[config.mk]
export PLATFORM = sky130hd
export DESIGN_NAME = plic_gateway_ctrl
export DESIGN_NICKNAME = d
export VERILOG_FILES = /design/src/rtl/plic_gateway_ctrl.sv
export SDC_FILE = /design/constraint.sdc
export NUM_CORES = 1
export LEC_CHECK = 0
export CAP_MARGIN = 40
export CORE_MARGIN = 2
export CORE_UTILIZATION = 40
export CTS_BUF_LIST = sky130_fd_sc_hd__clkbuf_4 sky130_fd_sc_hd__clkbuf_8
export DETAILED_ROUTE_END_ITERATION = 10
export MAX_ROUTING_LAYER = met4
export SLEW_MARGIN = 0
export SYNTH_ARGS = -nofsm -noshare
export SYNTH_HDL_FRONTEND = slang
export SYNTH_SLANG_ARGS = --single-unit
[constraint.sdc]
create_clock -name clk_i -period 62.7 [get_ports clk_i]
set_clock_uncertainty 0.1 [all_clocks]
set_input_delay 12.54 -clock clk_i [delete_from_list [all_inputs] [get_ports clk_i]]
set_output_delay 12.54 -clock clk_i [all_outputs]
set_load 0.005 [all_outputs]
[src/rtl/plic_gateway_ctrl.sv]
`default_nettype none
// ============================================================================
// Module      : plic_gateway_ctrl
// Description : Platform-level interrupt controller with level/edge gateways,
//               priorities, per-target enables/thresholds and claim/complete.
// Revision    : 1.0 - initial release
// ============================================================================

module plic_gateway_ctrl #(
  parameter int                    SOURCE_NUM   = 31,
  parameter int                    TARGET_NUM   = 2,
  parameter int                    PRIO_WIDTH   = 3,
  parameter logic [SOURCE_NUM-1:0] EDGE_TRIGGER = '0,
  parameter int                    ADDR_WIDTH   = 16,
  parameter int                    IDW          = $clog2(SOURCE_NUM + 1)
) (
  input  logic                           clk_i,
  input  logic                           rst_i,
  input  logic [SOURCE_NUM-1:0]          intr_src_i,
  input  logic                           reg_valid_i,
  input  logic                           reg_write_i,
  input  logic [ADDR_WIDTH-1:0]          reg_addr_i,
  input  logic [31:0]                    reg_wdata_i,
  input  logic [3:0]                     reg_wstrb_i,
  output logic                           reg_ready_o,
  output logic [31:0]                    reg_rdata_o,
  output logic                           reg_error_o,
  output logic [TARGET_NUM-1:0]          irq_o,
  output logic [TARGET_NUM*IDW-1:0]      irq_id_o
);

  localparam int NWORDS = (SOURCE_NUM + 32) / 32;

  typedef enum logic [0:0] {
    S_IDLE = 1'b0,
    S_RESP = 1'b1
  } state_e;

  state_e                  state_q, state_d;
  logic [31:0]             rdata_q, rdata_d;
  logic                    error_q, error_d;
  logic [PRIO_WIDTH-1:0]   prio_q [1:SOURCE_NUM];
  logic [PRIO_WIDTH-1:0]   prio_d [1:SOURCE_NUM];
  logic [SOURCE_NUM:1]     pending_q, pending_d;
  logic [SOURCE_NUM:1]     in_service_q, in_service_d;
  logic [SOURCE_NUM:1]     edge_hold_q, edge_hold_d;
  logic [SOURCE_NUM-1:0]   prev_src_q, prev_src_d;
  logic [SOURCE_NUM:1]     enable_q [TARGET_NUM];
  logic [SOURCE_NUM:1]     enable_d [TARGET_NUM];
  logic [PRIO_WIDTH-1:0]   thr_q [TARGET_NUM];
  logic [PRIO_WIDTH-1:0]   thr_d [TARGET_NUM];
  logic [TARGET_NUM-1:0]   irq_q, irq_d;
  logic [TARGET_NUM*IDW-1:0] irq_id_q, irq_id_d;

  logic [IDW-1:0]          best_id   [TARGET_NUM];
  logic [PRIO_WIDTH-1:0]   best_prio [TARGET_NUM];

  logic [31:0] addr_w, region_w, word_w, et_w, ew_w, ct_w, coff_w;
  logic        strb_ok_w, bus_go_w;
  logic        dec_err, prio_wr, en_wr, thr_wr, claim, complete;
  logic [31:0] dec_rdata;

  assign addr_w    = 32'(reg_addr_i);
  assign region_w  = addr_w >> 12;
  assign word_w    = (addr_w >> 2) & 32'h0000_03FF;
  assign et_w      = (addr_w - 32'h0000_2000) >> 7;
  assign ew_w      = (addr_w >> 2) & 32'h0000_001F;
  assign ct_w      = (addr_w >> 4) & 32'h0000_00FF;
  assign coff_w    = addr_w & 32'h0000_000F;
  assign strb_ok_w = (reg_wstrb_i == 4'hF);

  // Strict '>' keeps the lowest ID on ties and excludes priority 0.
  always_comb begin
    for (int t = 0; t < TARGET_NUM; t++) begin
      best_id[t]   = '0;
      best_prio[t] = '0;
      for (int id = 1; id <= SOURCE_NUM; id++) begin
        if (pending_q[id] && enable_q[t][id] && (prio_q[id] > best_prio[t])) begin
          best_prio[t] = prio_q[id];
          best_id[t]   = IDW'(id);
        end
      end
    end
  end

  always_comb begin
    dec_err   = 1'b0;
    dec_rdata = '0;
    prio_wr   = 1'b0;
    en_wr     = 1'b0;
    thr_wr    = 1'b0;
    claim     = 1'b0;
    complete  = 1'b0;
    if (addr_w[1:0] != 2'b00) begin
      dec_err = 1'b1;
    end else if (region_w == 32'd0) begin
      if (word_w > SOURCE_NUM) begin
        dec_err = 1'b1;
      end else if (reg_write_i) begin
        if (word_w == 32'd0 || !strb_ok_w) dec_err = 1'b1;
        else                               prio_wr = 1'b1;
      end else begin
        for (int id = 1; id <= SOURCE_NUM; id++)
          if (word_w == id) dec_rdata = 32'(prio_q[id]);
      end
    end else if (region_w == 32'd1) begin
      if (word_w >= NWORDS || reg_write_i) begin
        dec_err = 1'b1;
      end else begin
        for (int id = 1; id <= SOURCE_NUM; id++)
          if ((id >> 5) == word_w) dec_rdata = dec_rdata | (32'(pending_q[id]) << (id % 32));
      end
    end else if (region_w == 32'd2 || region_w == 32'd3) begin
      if (et_w >= TARGET_NUM || ew_w >= NWORDS) begin
        dec_err = 1'b1;
      end else if (reg_write_i) begin
        if (!strb_ok_w) dec_err = 1'b1;
        else            en_wr   = 1'b1;
      end else begin
        for (int t = 0; t < TARGET_NUM; t++)
          for (int id = 1; id <= SOURCE_NUM; id++)
            if (et_w == t && (id >> 5) == ew_w)
              dec_rdata = dec_rdata | (32'(enable_q[t][id]) << (id % 32));
      end
    end else if (region_w == 32'd4) begin
      if (ct_w >= TARGET_NUM || (coff_w != 32'd0 && coff_w != 32'd4)) begin
        dec_err = 1'b1;
      end else if (reg_write_i) begin
        if (!strb_ok_w)            dec_err  = 1'b1;
        else if (coff_w == 32'd0)  thr_wr   = 1'b1;
        else                       complete = 1'b1;
      end else begin
        claim = (coff_w == 32'd4);
        for (int t = 0; t < TARGET_NUM; t++)
          if (ct_w == t) dec_rdata = (coff_w == 32'd0) ? 32'(thr_q[t]) : 32'(best_id[t]);
      end
    end else begin
      dec_err = 1'b1;
    end
  end

  assign bus_go_w = (state_q == S_IDLE) && reg_valid_i && !dec_err;

  always_comb begin
    state_d      = state_q;
    rdata_d      = rdata_q;
    error_d      = error_q;
    prio_d       = prio_q;
    pending_d    = pending_q;
    in_service_d = in_service_q;
    edge_hold_d  = edge_hold_q;
    prev_src_d   = intr_src_i;
    enable_d     = enable_q;
    thr_d        = thr_q;
    irq_d        = '0;
    irq_id_d     = '0;

    case (state_q)
      S_IDLE: if (reg_valid_i) begin
        state_d = S_RESP;
        rdata_d = dec_err ? 32'd0 : dec_rdata;
        error_d = dec_err;
      end
      default: state_d = S_IDLE;
    endcase

    // Gateways see only registered state; bus side effects below override them.
    for (int id = 1; id <= SOURCE_NUM; id++) begin
      if (EDGE_TRIGGER[id-1]) begin
        if (!pending_q[id] && !in_service_q[id] &&
            ((intr_src_i[id-1] && !prev_src_q[id-1]) || edge_hold_q[id])) begin
          pending_d[id]   = 1'b1;
          edge_hold_d[id] = 1'b0;
        end else if (intr_src_i[id-1] && !prev_src_q[id-1]) begin
          edge_hold_d[id] = 1'b1;
        end
      end else if (intr_src_i[id-1] && !pending_q[id] && !in_service_q[id]) begin
        pending_d[id] = 1'b1;
      end
    end

    if (bus_go_w) begin
      for (int id = 1; id <= SOURCE_NUM; id++)
        if (prio_wr && word_w == id) prio_d[id] = reg_wdata_i[PRIO_WIDTH-1:0];
      for (int t = 0; t < TARGET_NUM; t++) begin
        for (int id = 1; id <= SOURCE_NUM; id++)
          if (en_wr && et_w == t && (id >> 5) == ew_w)
            enable_d[t][id] = |(reg_wdata_i & (32'd1 << (id % 32)));
        if (thr_wr && ct_w == t) thr_d[t] = reg_wdata_i[PRIO_WIDTH-1:0];
        for (int id = 1; id <= SOURCE_NUM; id++) begin
          if (claim && ct_w == t && best_id[t] == IDW'(id)) begin
            pending_d[id]    = 1'b0;
            in_service_d[id] = 1'b1;
          end
          if (complete && ct_w == t && reg_wdata_i == 32'(id) &&
              in_service_q[id] && enable_q[t][id])
            in_service_d[id] = 1'b0;
        end
      end
    end

    for (int t = 0; t < TARGET_NUM; t++) begin
      irq_d[t]                = best_prio[t] > thr_q[t];
      irq_id_d[t*IDW +: IDW]  = best_id[t];
    end
  end

  always_ff @(posedge clk_i) begin
    if (rst_i) begin
      state_q      <= S_IDLE;
      rdata_q      <= '0;
      error_q      <= 1'b0;
      pending_q    <= '0;
      in_service_q <= '0;
      edge_hold_q  <= '0;
      prev_src_q   <= '0;
      irq_q        <= '0;
      irq_id_q     <= '0;
      for (int id = 1; id <= SOURCE_NUM; id++) prio_q[id] <= '0;
      for (int t = 0; t < TARGET_NUM; t++) begin
        enable_q[t] <= '0;
        thr_q[t]    <= '0;
      end
    end else begin
      state_q      <= state_d;
      rdata_q      <= rdata_d;
      error_q      <= error_d;
      pending_q    <= pending_d;
      in_service_q <= in_service_d;
      edge_hold_q  <= edge_hold_d;
      prev_src_q   <= prev_src_d;
      irq_q        <= irq_d;
      irq_id_q     <= irq_id_d;
      prio_q       <= prio_d;
      enable_q     <= enable_d;
      thr_q        <= thr_d;
    end
  end

  assign reg_ready_o = (state_q == S_RESP);
  assign reg_rdata_o = rdata_q;
  assign reg_error_o = error_q;
  assign irq_o       = irq_q;
  assign irq_id_o    = irq_id_q;

endmodule

`default_nettype wire

==> results of run 1 <==
-- critical path: cells and delay by family (launching register included) --
family / cells / cell delay, ns
compound gates: 97 / 20.00
fa+ha+maj: 30 / 8.66
buf+inv: 22 / 1.74
flops: 1 / 0.58
mux: 18 / 6.24
simple gates: 71 / 13.26
-- state kept, by name (all words and copies together), names as in the netlist --
register,count
thr_q,6
reg_ready_o,1
reg_error_o,1
prio_q,93
in_service_q,31
enable_q,62
irq_id_o,10
irq_o,2
reg_rdata_o,32
pending_q,31
-- cells by family (layout without fill, tap and decap cells) --
| logic type | Yosys count | after routing | synth area share [%] |
|---|---|---|---|
| simple gates | 1288 | 1288 | 27.0 |
| compound gates | 960 | 960 | 28.8 |
| fa+ha+maj | 133 | 133 | 7.25 |
| buf+inv | 308 | 426 | 5.37 |
| mux | 137 | 137 | 6.61 |
| flops | 269 | 269 | 24.4 |
| xor+xnor | 15 | 15 | 0.595 |
-- power groups by stage --
stage / Combinational, mW / Clock [mW] / Sequential (mW)
floorplan: 0.00984 / 0 / 0.178
global placement: 0.0217 / 0 / 0.180
detailed placement: 0.0222 / 0 / 0.180
CTS: 0.0223 / 0.195 / 0.176
global route: 0.0239 / 0.203 / 0.177
finish: 0.0229 / 0.193 / 0.177
-- stage by stage --
stage          hold slack, ns  setup WS, ns
6_report                0.372         11.95
3_5_place_dp            0.359         12.97
5_1_grt                 0.403          7.65
4_1_cts                 0.371         12.67
2_1_floorplan           0.330         19.01
3_3_place_gp            0.350         14.50
-- per-layer routing --
layer | routed length [µm] | vias up | global-route usage (%)
met4 | 4940 | 0 | 15.7
li1 | - | 11500 | -
met1 | 42400 | 12000 | 44.6
met3 | 8380 | 268 | 6.45
met2 | 43100 | 1211 | 52.9
met5 | 0 | - | -
-- cells in the mapped netlist, drive strengths merged (33+ instances only) --
master,instances
nand2,462
nor2,334
a21oi,303
dfxtp,269
o21ai,208
inv,167
nand3,145
clkbuf,119
ha,108
nor3,87
mux2i,82
a22oi,73
mux2,55
a31oi,53
and3,39
nor2b,36
o211ai,33
-- worst min-delay path by stage --
| stage | end | start | cells after the start | slack [ns] |
|---|---|---|---|---|
| final | reg_error_o$_SDFFE_PP0P_ | reg_error_o$_SDFFE_PP0P_ | 2 | 0.37 |
| after global routing | reg_error_o$_SDFFE_PP0P_ | reg_error_o$_SDFFE_PP0P_ | 2 | 0.40 |
| after CTS | reg_error_o$_SDFFE_PP0P_ | reg_error_o$_SDFFE_PP0P_ | 2 | 0.37 |
| after detailed placement | reg_error_o$_SDFFE_PP0P_ | reg_error_o$_SDFFE_PP0P_ | 2 | 0.36 |
| after global placement | reg_error_o$_SDFFE_PP0P_ | reg_error_o$_SDFFE_PP0P_ | 2 | 0.35 |
| after floorplan | in_service_q[7]$_SDFFE_PP0P_ | in_service_q[7]$_SDFFE_PP0P_ | 1 | 0.33 |
-- layout make-up --
class                      count  area, µm²
timing repair buffer         171       1680
clock buffer                  79        993
inverter                     167        627
tap                          704        881
sequential                   269       5390
multi-input combinational   2533      15600
fill                        5677      29700
clock inverter                 9        105
==> impl_metrics.tcl, run 1 <==
set metrics [dict create \
    rsz0062_at_grt "false" \
    period_share_pct 80.9 \
    reg2reg_slack_ns 11.95 \
    synth_area_um2 22100 \
    area_growth_pct 14.2 \
    synth_top_cell_by_area "dfxtp_1" \
    finalSetupViolations 0 \
    vias_per_cell 6.38 \
    hold_buffers 0 \
    portBuffers 132 \
    grt_usage_pct 34.7 \
    synth.area.top_cells "dfxtp_1 (24%), nand2_1 (7.8%), a21oi_1 (6.8%)" \
    gp_congestion 1.01 \
    clock_latency_ns 0.69 \
    layout_common_cells "nand2_1 (461), nor2_1 (329), a21oi_1 (300)" \
    max_stage_delay_ns 0.62 \
    synth_nets 3305 \
    comb_power_share_pct 5.8 \
    cts_resized 0 \
    hold_violations 0 \
    hold_path.class "reg2reg" \
    arrival_ns 51.26 \
    r2r-end "in_service_q[19]$_SDFFE_PP0P_" \
    antenna_found_initial 0 \
    ant_nets 0 \
    dp_hpwl_mm 75.9 \
    stdcell_area_um2 25200 \
    drive_above_1_share_pct 8.46 \
    grt_first_pass_wirelength_mm 146 \
    synth_edf_count 0 \
    vdd_drop_max_mv 0.0146 \
    crit_top_cell "ha_1" \
    clock_path_buffers 3 \
    max_freq_ghz 0.0197 \
    drt_wl_total_mm 98.8 \
    worstPathMaxFanout 23 \
    power.leakage_nw 8.89 \
    synth_top_area_share_pct 24.4 \
    clkTransAtPathRegs_ns 0.06 \
    tritoncts "yes" \
    avgSynthCellArea_um2 7.10 \
    crit_path_end "in_service_q[19]$_SDFFE_PP0P_" \
    worst_pin_slew_ns 0.890 \
    required_ns 63.21 \
    drc_errors 0 \
    ys.flop_type "dfxtp_1" \
    r2r_cells 238 \
    num_vias 25100 \
    initial_utilization_pct 40.2 \
    p_seq_share_pct 45.0 \
    ios 133 \
    grt_overflow 0 \
    die_h_um 239 \
    finalNetCount 3388 \
    final_common_cell "nand2_1" \
    startpoint "pending_q[1]$_SDFF_PP0_" \
    die_area_um2 57100 \
    crit_slowest_cell "a2111oi_0" \
    grt_pass1_vias 23500 \
    max_slew_margin_pct 40.6 \
    p_per_area_nw_per_um2 15.6 \
    place_inst 3844 \
    r2r_start "pending_q[1]$_SDFF_PP0_" \
    swShare_pct 26.2 \
    fin_tns_setup_ns 0 \
    num_antenna_cells 0 \
    status "finished, final reports clean" \
    post_cts_buffers 0 \
    cts_made_buffers 51 \
    drv_cap 0 \
    start_kind "flip-flop" \
    setup.worst_path.end_class "flip-flop" \
    internal_power_mw 0.290 \
    ys_seq_elements 269 \
    synth_cells 3110 \
    synth.distinct_cells 117 \
    p_clk_share_pct 49.1 \
    synth-async-reset-ratio_pct 0 \
    placed_area_um2 24100 \
    htreeDepth 2 \
    drt_iter0_drc 2629 \
    placementRows 86 \
    detail_route.wl_per_cell_um 25.1 \
    fp.dieW_um 239 \
    cts_root_buf "clkbuf_8" \
    core_um2 54900 \
    path_class "reg2reg" \
    synth_seq_area_share_pct 24.4 \
    grt_max_degree 101 \
    finalNonFillerCells 3932 \
    p_switching_mw 0.103 \
    synth_warnings 0 \
    report.final.slew_viol_count 0 \
    period_minus_slack_ns 50.75 \
    utilization_pct 46.0 \
    p_total_mw 0.392 \
    firstDrtPassIters 7 \
    cts.sinks 269 \
]
Note: power is estimated with default switching activity, not from simulation.
==> inputs of run 2 (changes only) <==
==> constraint.sdc (replaced) <==
create_clock -name clk_i -period 51.8 [get_ports clk_i]
set_clock_uncertainty 0.1 [all_clocks]
set_input_delay 10.36 -clock clk_i [delete_from_list [all_inputs] [get_ports clk_i]]
set_output_delay 10.36 -clock clk_i [all_outputs]
set_load 0.005 [all_outputs]
==> run 2 against run 1 <==
Critical path type unchanged. Routed wire length is 0.73% higher. Final cell count is 0.18% higher. Flip-flop and latch count stayed put. Critical path depth is 4 lower. Non-clock buffer count is 5 higher. Highest routed layer unchanged. Combinational power is 21% higher.
==> impl_metrics.tcl, run 2 (synthesized netlist as in run 1, its figures left out) <==
set metrics [dict create \
    max_freq_ghz 0.0207 \
    regMostFlops "prio_q" \
    placementRows 86 \
    initial_utilization_pct 40.2 \
    grt_usage_pct 34.9 \
    utilization_pct 46.4 \
    firstDrtPassIters 6 \
    fp.dieW_um 239 \
    finalNetCount 3392 \
    period_share_pct 93.4 \
    die_area_um2 57100 \
    start_kind "flip-flop" \
    arrival_ns 48.93 \
    grt_max_degree 99 \
    p_per_area_nw_per_um2 18.6 \
    r2r_cells 234 \
    detail_route.wl_per_cell_um 25.3 \
    clock_latency_ns 0.69 \
    drt_wl_total_mm 99.5 \
    hold_ws_ns 0.363 \
    grt_overflow 0 \
    grt_first_pass_wirelength_mm 147 \
    drt_iter0_drc 2673 \
    placed_area_um2 24100 \
    required_ns 52.33 \
    crit_slowest_cell "a2111o_1" \
    worst_pin_slew_ns 0.875 \
    hold_buffers 0 \
    wl_met1_mm 41.5 \
    clkTransAtPathRegs_ns 0.07 \
    met3_length_mm 8.73 \
    crit_top_cell "ha_1" \
    grt_pass1_vias 23400 \
    area_growth_pct 15.3 \
    nFillCells 5606 \
    clock_path_buffers 3 \
    cts_made_buffers 50 \
    fin_tns_setup_ns 0 \
    finalSetupViolations 0 \
    max_slew_margin_pct 41.3 \
    drv_cap 0 \
    tritoncts "yes" \
    cts.sinks 269 \
    num_antenna_cells 0 \
    post-place-ws_ns 1.88 \
    vias_per_cell 6.38 \
    core_um2 54900 \
    top_layer "met4" \
    drive_above_1_share_pct 9.68 \
    ios 133 \
    drc_errors 0 \
    routed-wl-met2_mm 43.4 \
    num_vias 25100 \
    dp_hpwl_mm 76.1 \
    gp_congestion 1.01 \
    vdd_drop_max_mv 0.0195 \
    portBuffers 132 \
    report.final.slew_viol_count 0 \
    finalWorstSetupSlack_ns 3.40 \
    antenna_found_initial 1 \
    final_common_cell "nand2_1" \
    worstPathMaxFanout 23 \
    period_minus_slack_ns 48.40 \
    htreeDepth 2 \
    path_class "reg2reg" \
    largest_reg_flops 93 \
    setup.worst_path.end_class "flip-flop" \
    max_stage_delay_ns 0.60 \
    status "finished, final reports clean" \
    min_delay_path_depth 1 \
    die_h_um 239 \
    ant_nets 0 \
    power.leakage_nw 8.93 \
    hold_violations 0 \
    cts_root_buf "clkbuf_8" \
    stdcell_area_um2 25500 \
    layout_common_cells "nand2_1 (461), nor2_1 (325), a21oi_1 (298)" \
    hold_path.class "reg2reg" \
]
==> run 2: cell count changes in the layout (fill, tap and decap cells not counted), sizes merged <==
cell      change
clkinvlp      +2
buf           +5
clkbuf        -6
clkinv        +6
==> run 2: repair_timing <==
action / CTS / global route
buffers inserted: 0 / 5
gates resized for setup: 0 / 44
setup endpoints to repair: 0 / 73
==> run 2: routing by layer <==
layer / track usage [%] / up-vias
met5: - / -
met4: 18.4 / 0
met3: 5.23 / 284
met2: 53.2 / 1289
met1: 44.7 / 12000
li1: - / 11600
==> run 2: worst max-delay path, delay by kind of cell (launching register included) <==
family / cells / cell delay [ns]
AOI/OAI and AO/OA: 94 / 19.02
buffers and inverters: 21 / 1.67
adders and majority gates: 30 / 8.46
DFF: 1 / 0.44
muxes: 18 / 6.39
and+or+nand+nor: 71 / 12.22
==> run 2: final timing paths <==
check / from / endpoint / slack, ns
worst max-delay path: prio_q[91]$_SDFFE_PP0P_ / in_service_q[12]$_SDFFE_PP0P_ / 3.40
worst min-delay path: in_service_q[7]$_SDFFE_PP0P_ / in_service_q[7]$_SDFFE_PP0P_ / 0.36
worst max register to register: prio_q[91]$_SDFFE_PP0P_ / in_service_q[12]$_SDFFE_PP0P_ / 3.40
worst min register to register: in_service_q[7]$_SDFFE_PP0P_ / in_service_q[7]$_SDFFE_PP0P_ / 0.36
==> run 2: layout make-up <==
class / count / area (µm²) / share of cell area [%]
Clock buffer: 73 / 948 / 3.72
Multi-Input combinational cell: 2533 / 15800 / 61.9
Inverter: 167 / 627 / 2.46
Tap cell: 704 / 881 / 3.46
Sequential cell: 269 / 5390 / 21.2
Timing Repair Buffer: 176 / 1710 / 6.72
Clock inverter: 17 / 150 / 0.590
==> run 2: power by group <==
group | total [mW] | internal (mW) | leakage (nW) | switching, mW
Clock | 0.232 | 0.128 | 0.578 | 0.105
Sequential | 0.214 | 0.209 | 2.18 | 0.00489
Combinational | 0.0277 | 0.0102 | 6.17 | 0.0176
==> run 2: per-stage QoR <==
stage | cells | power [mW]
final | 3939 | 0.474
after global routing | 3939 | 0.485
after CTS | 3934 | 0.476
after detailed placement | 3844 | 0.245
after global placement | 3833 | 0.244
after floorplan | 3110 | 0.227
